## src/rtl/demuxn_stream_pkg.sv

```systemverilog
// Shared constants and helpers for the demuxn_stream slice.
// Holds the drop-counter ceiling and the constant-foldable clog2 used for pointer sizing.
package demuxn_stream_pkg;

    localparam logic [15:0] DROP_CNT_MAX = 16'hFFFF;

    // Smallest r with 2**r >= value; 0 for value <= 1.
    function automatic int clog2(input int value);
        int r;
        r = 0;
        for (int i = 0; i < 31; i++) begin
            if ((1 << i) < value) begin
                r = i + 1;
            end
        end
        return r;
    endfunction

endpackage

```

## src/rtl/demuxn_fifo.sv

```systemverilog
// Per-channel buffer: depth-entry FIFO with registered count and pointers.
// Latency 1 (write at the edge, head visible next cycle); the caller must not push while full.
// Backpressure: head and out_vld hold while out_vld && !pop_rdy; out_dat reads zero when empty.
module demuxn_fifo
    import demuxn_stream_pkg::*;
#(
    parameter int dwidth = 8,
    parameter int depth  = 4
) (
    input  logic              clk,
    input  logic              rst,
    input  logic              push,
    input  logic [dwidth-1:0] push_dat,
    input  logic              pop_rdy,
    output logic              out_vld,
    output logic [dwidth-1:0] out_dat,
    output logic              full
);

    localparam int aw = clog2(depth);
    localparam int cw = clog2(depth + 1);
    localparam logic [cw-1:0] CNT_FULL = cw'(depth);

    logic [dwidth-1:0] mem_q [depth];
    logic [dwidth-1:0] mem_d [depth];
    logic [aw-1:0]     wr_ptr_q, wr_ptr_d;
    logic [aw-1:0]     rd_ptr_q, rd_ptr_d;
    logic [cw-1:0]     cnt_q, cnt_d;
    logic              pop;

    assign out_vld = (cnt_q != '0);
    assign full    = (cnt_q == CNT_FULL);
    assign pop     = out_vld && pop_rdy;
    assign out_dat = out_vld ? mem_q[rd_ptr_q] : '0;

    // depth is a power of two, so pointer overflow is the modulo wrap.
    always_comb begin
        mem_d    = mem_q;
        wr_ptr_d = wr_ptr_q;
        rd_ptr_d = rd_ptr_q;
        cnt_d    = cnt_q;
        if (push) begin
            mem_d[wr_ptr_q] = push_dat;
            wr_ptr_d        = wr_ptr_q + aw'(1);
        end
        if (pop) begin
            rd_ptr_d = rd_ptr_q + aw'(1);
        end
        case ({push, pop})
            2'b10:   cnt_d = cnt_q + cw'(1);
            2'b01:   cnt_d = cnt_q - cw'(1);
            default: cnt_d = cnt_q;
        endcase
    end

    always_ff @(posedge clk) begin
        if (rst) begin
            wr_ptr_q <= '0;
            rd_ptr_q <= '0;
            cnt_q    <= '0;
        end else begin
            wr_ptr_q <= wr_ptr_d;
            rd_ptr_q <= rd_ptr_d;
            cnt_q    <= cnt_d;
        end
    end

    // Storage needs no reset: a zero count masks stale entries.
    always_ff @(posedge clk) begin
        mem_q <= mem_d;
    end

endmodule

```

## src/rtl/demuxn_stream.sv

```systemverilog
// Stream demux: routes each input beat to one of 2**swidth per-channel FIFOs chosen by sel.
// Latency 1 from accept to out_valid; in_ready = !full[sel], or constantly 1 with
// DEMUXN_STREAM_DROP_EN, where beats to a full channel are discarded and counted in drop_cnt.
module demuxn_stream
    import demuxn_stream_pkg::*;
#(
    parameter int dwidth = 8,
    parameter int swidth = 2,
    parameter int depth  = 4
) (
    input  logic                        clk,
    input  logic                        rst,
    input  logic [dwidth-1:0]           d,
    input  logic [swidth-1:0]           sel,
    input  logic                        in_valid,
    output logic                        in_ready,
    output logic [(2**swidth)*dwidth-1:0] outs,
    output logic [(2**swidth)-1:0]      out_valid,
    input  logic [(2**swidth)-1:0]      out_ready
`ifdef DEMUXN_STREAM_DROP_EN
    ,
    output logic [15:0]                 drop_cnt
`endif
);

    localparam int seln = 2 ** swidth;

    logic [seln-1:0] full_vec;
    logic [seln-1:0] push_vec;

    // A full channel never takes a beat, even when it pops in the same cycle.
    for (genvar g = 0; g < seln; g++) begin : g_ch
        assign push_vec[g] = in_valid && (sel == swidth'(g)) && !full_vec[g];

        demuxn_fifo #(
            .dwidth (dwidth),
            .depth  (depth)
        ) u_fifo (
            .clk      (clk),
            .rst      (rst),
            .push     (push_vec[g]),
            .push_dat (d),
            .pop_rdy  (out_ready[g]),
            .out_vld  (out_valid[g]),
            .out_dat  (outs[g*dwidth +: dwidth]),
            .full     (full_vec[g])
        );
    end

`ifdef DEMUXN_STREAM_DROP_EN
    logic [15:0] drop_cnt_q, drop_cnt_d;

    assign in_ready = 1'b1;
    assign drop_cnt = drop_cnt_q;

    always_comb begin
        drop_cnt_d = drop_cnt_q;
        if (in_valid && full_vec[sel] && (drop_cnt_q != DROP_CNT_MAX)) begin
            drop_cnt_d = drop_cnt_q + 16'd1;
        end
    end

    always_ff @(posedge clk) begin
        if (rst) begin
            drop_cnt_q <= '0;
        end else begin
            drop_cnt_q <= drop_cnt_d;
        end
    end
`else
    assign in_ready = !full_vec[sel];
`endif

endmodule

```

## config.mk

```make
export PLATFORM = sky130hd
export DESIGN_NAME = demuxn_stream
export DESIGN_NICKNAME = d
export VERILOG_FILES = /design/src/rtl/demuxn_stream_pkg.sv /design/src/rtl/demuxn_fifo.sv /design/src/rtl/demuxn_stream.sv
export SDC_FILE = /design/constraint.sdc
export NUM_CORES = 1
export LEC_CHECK = 0
export CORE_AREA = 2 2 132 134
export DETAILED_ROUTE_END_ITERATION = 6
export DIE_AREA = 0 0 134 136
export PLACE_DENSITY_LB_ADDON = 0.05
export SYNTH_ARGS = -nofsm -noshare
export SYNTH_HDL_FRONTEND = slang
export SYNTH_HIERARCHICAL = 1
export SYNTH_SLANG_ARGS = --single-unit
```

## constraint.sdc

```tcl
create_clock -name clk -period 3.03 [get_ports clk]
set_input_delay 0.606 -clock clk [delete_from_list [all_inputs] [get_ports clk]]
set_output_delay 0.606 -clock clk [all_outputs]
set_load 0.01 [all_outputs]
```

[Word-level counts from Yosys, hierarchy flattened]
Cells that the tools add are included.
Cells by class
  add/subtract/negate cells: 16
  $lt $le $gt $ge: 13
  eq/ne operators: 15
  muxes and demuxes: 34
  bitwise gates (word level): 8
  reduce and logical (&&, ||, !) cells: 30
Operators with widths (count)
  bitwise mux 32 bit: 4
  2-to-1 mux 8 bit: 16
  binary-select mux 8 bit (select 2 bit): 4
  demux 8 bit (select 2 bit): 4
  >= comparator 3 bit (second input constant): 8
  inverter 2 -> 3 bit: 8
  case mux 3 bit (2 select lines): 4
  adder 2 x 1 -> 2 bit (second input constant): 8
  logical AND 1 bit: 16
  adder 3 x 1 -> 3 bit (second input constant): 4
  equality test 2 bit (second input constant): 6
  equality test 3 bit (second input constant): 4
  less-than comparator 3 x 1 -> 1 bit (second input constant): 4
  nonzero test 3 bit: 4
  subtractor 3 x 1 -> 3 bit (second input constant): 4
  equality test 2 x 1 -> 1 bit (second input constant): 5
  nonzero test 2 bit: 4
  zero test 1 bit: 5
  less-than comparator 2 x 3 -> 1 bit (second input constant): 1
  binary-select mux 1 bit (select 2 bit): 1
  zero test 2 bit: 1
  2-to-1 mux 1 bit: 1
Storage, ports and cells
  flip-flop bits (word level): 156
  output and inout port bits: 37
  logic and storage cells: 144

[Longest topological paths before layout]
  word-level depth: 6
  depth in mapped cells: 10
  gate-level depth less buffers: 10

[Cells and area by module]
Netlist, hierarchy kept.
Modules (own cells, without submodules)
  demuxn_fifo: instances 4, cells an instance 98, area an instance 1635.3 sq um, sequential area each 1101.1 sq um
  demuxn_stream: instances 1, cells an instance 7, area an instance 63.8 sq um, sequential area each 0.0 sq um

[Worst setup path before layout]
Ideal clock, no wire load.
  path type: input port to flip-flop
  from: input port sel[0]
  to: register g_ch[0].u_fifo.cnt_q[2]
  arrival: 2.371 ns
  slack: 0.589 ns
  stages on the path: 8
  cells stage by stage: nor4b_1 > inv_1 > ha_1 > inv_1 > fa_1 > xor2_1 > or3_1 > a21oi_1
Between the ends
  longest elaborated chain between the ends: 5
  elaborated cells between the ends (all ways): 7
  classes of those cells: eq/ne (2); mux (1); reduce/logical (4)
RTL lines
  start, declared: line demuxn_stream.sv:14  | input logic [swidth-1:0] sel,
  zero test 2 bit *: line demuxn_stream.sv:33  | assign push_vec[g] = in_valid && (sel == swidth'(g)) && !full_vec[g];
  logical AND 1 bit * (2 in a row): line demuxn_stream.sv:33
  equality test 2 x 1 -> 1 bit / equality test 2 bit (equally long branches): line demuxn_fifo.sv:49  | case ({push, pop})
  case mux 3 bit (2 select lines) / nonzero test 2 bit (equally long branches)
  end signal, assigned: line demuxn_fifo.sv:64  | cnt_q <= cnt_d;
  end, declared: line demuxn_fifo.sv:28  | logic [cw-1:0] cnt_q, cnt_d;
Every way passes the cells marked *; elsewhere a longest branch is shown, timed or not.
A chain may end at the register's enable or synchronous reset.

[Worst setup path in the final report]
  from: register g_ch[3].u_fifo.rd_ptr_q[0]
  to: output port outs[29]
Between the ends
  longest elaborated chain between the ends: 5
RTL lines
  start, declared: line demuxn_fifo.sv:27  | logic [aw-1:0] rd_ptr_q, rd_ptr_d;
  start signal, assigned: line demuxn_fifo.sv:63  | rd_ptr_q <= rd_ptr_d;
  inverter 2 -> 3 bit (not written as such): line demuxn_fifo.sv:34  | assign out_dat = out_vld ? mem_q[rd_ptr_q] : '0;
  binary-select mux 8 bit (select 2 bit): line demuxn_fifo.sv:34
  2-to-1 mux 8 bit (not written as such) (2 in a row): line demuxn_fifo.sv:34
  2-to-1 mux 8 bit: line demuxn_fifo.sv:34
  end, declared: line demuxn_stream.sv:17  | output logic [(2**swidth)*dwidth-1:0] outs,
No other way between the ends. The select of a mux whose other input is x is not followed.

==> results by group <==
Route
  • Detailed-routing iteration count for the pre-antenna-repair pass: 4
  • Violation count after the first detailed-routing iteration: 209
  • Detailed Route WL: about 13 mm
  • Via density per instance: 4.83
  • Total vias in the final route: about 3400
  • Wire length per cell: around 18 um
  • Number of remaining DRC errors: 0
  • Residual antenna-violating net count after detailed routing: 0

Timing
  • Measured slew at the worst slew-check pin: between 700 and 800 ps
  • Worst Slack Setup Final: 168 ps
  • Worst hold slack: around 530 ps
  • Setup violations, final: 0
  • Maximum clock frequency: about 350 MHz
  • Sum Neg Setup Slack: 0 ps
  • Min cycle time layout: between 2000 and 3000 ps
  • Hold Violations, Final: 0
  • Worst-case headroom to the max-slew limit: 0.514
  • Crit share post-route: 0.944
  • Setup repair after global routing missed its margin: false
  • Slew Limit Fails: 0
  • Final clock skew: ~5.3 ps

Power and ir drop
  • Tot Pwr: 6.65 mW
  • Leakage power: between 2 and 3 nW
  • Worst supply voltage drop on vdd: 0.558 mV
  • Cell area power density: 820 nW/um^2

Clock tree
  • Clk root buf: clkbuf_16
  • Total number of H-tree levels: 4
  • Number of hold-repair buffers added at the cts stage: 0
  • Clock latency reported for the late side of the worst-skew pair: between 400 and 500 ps
  • Number of gates resized after cts: 0
  • Largest buffer count on any clock path: 2
  • Total CTS buffers: 17
  • TritonCTS clock tree: built
  • Clock slew seen by the registers of the worst setup and hold paths: roughly 60 ps
  • Setup Fix Bufs, Post-CTS: 0
  • Clk sink count: around 160

Placement
  • Placement-stage worst setup slack: between 150 and 200 ps
  • Gpl congestion: ~0.71
  • Post-DP HPWL: around 8.3 mm
  • Post-place instance area: ~7500 um^2
  • Number of buffer cells added on primary ports: between 50 and 60
  • Cell total after placement: ~700

Floorplan
  • Width of the die: 134 um
  • DIE AREA: between 15000 and 20000 um^2
  • Starting density of the core: 0.391
  • Floorplan Core Area: around 17000 um^2
  • Count of boundary I/O pins: 54
  • Row count: between 40 and 50
  • Die Ht: ~140 um

Yosys
  • Synth cell types: 26
  • Share of Yosys cell area claimed by the top area cell type: 0.582
  • Dominant cells by area after synthesis: edfxtp_1, mux4_2, dfxtp_1
  • Share of synthesized area occupied by flip-flops and latches: 0.667
  • Netlist area before placement: 6610 um^2
  • Syn. warnings: 6
  • Average instance area after synthesis: ~17 um^2
  • Synthesized instance count: 399
  • Flops & latches, synth: 156
  • Library cell with the largest summed area after synthesis: edfxtp_1
  • Synthesized Nets: between 400 and 500

Worst setup path
  • Required time of the critical path: between 2000 and 2500 ps
  • Reg2Reg Depth: 10
  • Capture point of the critical path: outs[29]
  • Type of element launching the critical path: register
  • Endpoint of the lowest-slack register-to-register path: g_ch[2].u_fifo/cnt_q[2]
  • Data arrival, critical path: ~2300 ps
  • Largest fanout on the critical path: 6
  • Start point of the critical path: g_ch[3].u_fifo/rd_ptr_q[0]
  • Type of the worst setup path: register to output port
  • Slack of the worst reg-to-reg path: approximately 660 ps
  • Critical register-to-register path startpoint: g_ch[2].u_fifo/cnt_q[0]
  • Critical path endpoint category: output port

Run
  • Maximum capacitance violations: 0

Finish
  • Non-Filler Instances: about 710
  • Antenna Diode Count: 0
  • Area delta synth->final: 22.8%
  • Final core utilization: 0.481
  • Layout Nets: between 500 and 600
  • Fraction of final layout cells sized beyond drive strength 1: 0.179
  • Post-route standard cell area excluding fillers: just over 8000 um^2

GRT
  • Largest net degree at the start of global routing: 29
  • Residual overflow from global routing: 0
  • Wire length of the first global-routing pass: 19.7 mm
  • Overall fraction of global-route tracks in use: 0.151
  • Via count of the first global-routing pass: around 3600
  • Number of antenna violations at the first check in global routing: 0

Status
  • Result of the run: completed

Min path
  • Tightest Hold Check Type: register to register
flip-flops by register name, summed over array words and instances, names as in the netlist:
register              count
g_ch.u_fifo/wr_ptr_q      8
g_ch.u_fifo/rd_ptr_q      8
g_ch.u_fifo/cnt_q        12
g_ch.u_fifo/mem_q       128
area by class of cell:
cell class | instances | area, um^2
fillers | 1448 | 8770
well taps | 225 | 282
flip-flops and latches | 156 | 4400
clock inverters | 15 | 226
clock buffers | 17 | 425
multi-input cells | 198 | 1990
repair buffers | 68 | 656
inverters | 33 | 124
worst max-delay path, cell delays in order, from the launching register on:
cell,delay [ps]
dfxtp_1,510
buf_12,180
mux4_2,480
nor2b_1,180
clkdlybuf4s50_1,490
cell usage in the layout, fill, tap and decap left out, drive strengths merged, types with 4 or more instances in the layout:
| cell | count |
|---|---|
| nor2 | 24 |
| and3 | 4 |
| a21oi | 12 |
| xnor2 | 4 |
| o31ai | 4 |
| edfxtp | 128 |
| xor2 | 12 |
| o21ai | 8 |
| ha | 20 |
| nand2 | 5 |
| clkbuf | 17 |
| clkinv | 8 |
| or3 | 8 |
| fa | 4 |
| mux2i | 4 |
| buf | 15 |
| bufinv | 6 |
| mux4 | 33 |
| nor3 | 5 |
| dfxtp | 28 |
| nor2b | 32 |
| and2 | 16 |
| inv | 33 |
| clkdlybuf4s50 | 53 |
cell families (layout without fill, tap and decap cells):
group	Yosys count	after routing	synth area share
flip-flops	156	156	0.667
multiplexers	37	37	0.119
buffers and inverters	45	133	0.0332
AND/OR/NAND/NOR	97	97	0.0905
XOR/XNOR	16	16	0.0212
AO/OA/AOI/OAI	24	24	0.0197
adder cells (fa/ha/maj)	24	24	0.0500
synthesized netlist by cell type:
library cell / n
xor2_1: 12
and2_1: 16
a21oi_1: 12
buf_2: 4
edfxtp_1: 128
o31ai_1: 4
mux4_2: 33
buf_6: 4
nand2_1: 5
o21ai_0: 8
or3_1: 8
clkbuf_4: 4
nor4b_1: 1
nor3b_1: 1
nor2b_4: 8
xnor2_1: 4
inv_1: 33
nor3_1: 5
mux2i_1: 4
ha_1: 20
and3_1: 4
nor2_1: 24
nor2b_1: 24
and4bb_2: 1
fa_1: 4
dfxtp_1: 28
report_power, final:
group	internal [mW]	switching [mW]	leakage [nW]
Clock	1.53	0.803	0.317
Combinational	0.974	0.830	1.03
Sequential	2.42	0.0967	1.38
Total	4.92	1.73	2.73
per-layer routing:
layer,vias to the layer above,wire length [um],GRT usage,part of all wire
met3,18,397,0.0336,0.031
met1,1746,5430,0.183,0.43
li1,1618,-,-,-
met4,0,229,0.0668,0.018
met5,-,0,0,0
met2,59,6560,0.260,0.52
worst min-delay path by stage:
| stage | startpoint | to | slack [ps] | cells past startpoint |
|---|---|---|---|---|
| finish | g_ch[0].u_fifo/cnt_q[2] | g_ch[0].u_fifo/cnt_q[2] | 530 | 2 |
| global route | g_ch[1].u_fifo/cnt_q[2] | g_ch[1].u_fifo/cnt_q[2] | 560 | 2 |
| CTS | g_ch[0].u_fifo/cnt_q[2] | g_ch[0].u_fifo/cnt_q[2] | 540 | 2 |
| detailed placement | g_ch[2].u_fifo/cnt_q[2] | g_ch[2].u_fifo/cnt_q[2] | 530 | 2 |
| global placement | g_ch[3].u_fifo/cnt_q[2] | g_ch[3].u_fifo/cnt_q[2] | 500 | 2 |
| floorplan | g_ch[0].u_fifo/cnt_q[2] | g_ch[0].u_fifo/cnt_q[2] | 470 | 2 |
No activity file was read; power rests on OpenSTA's default activity.
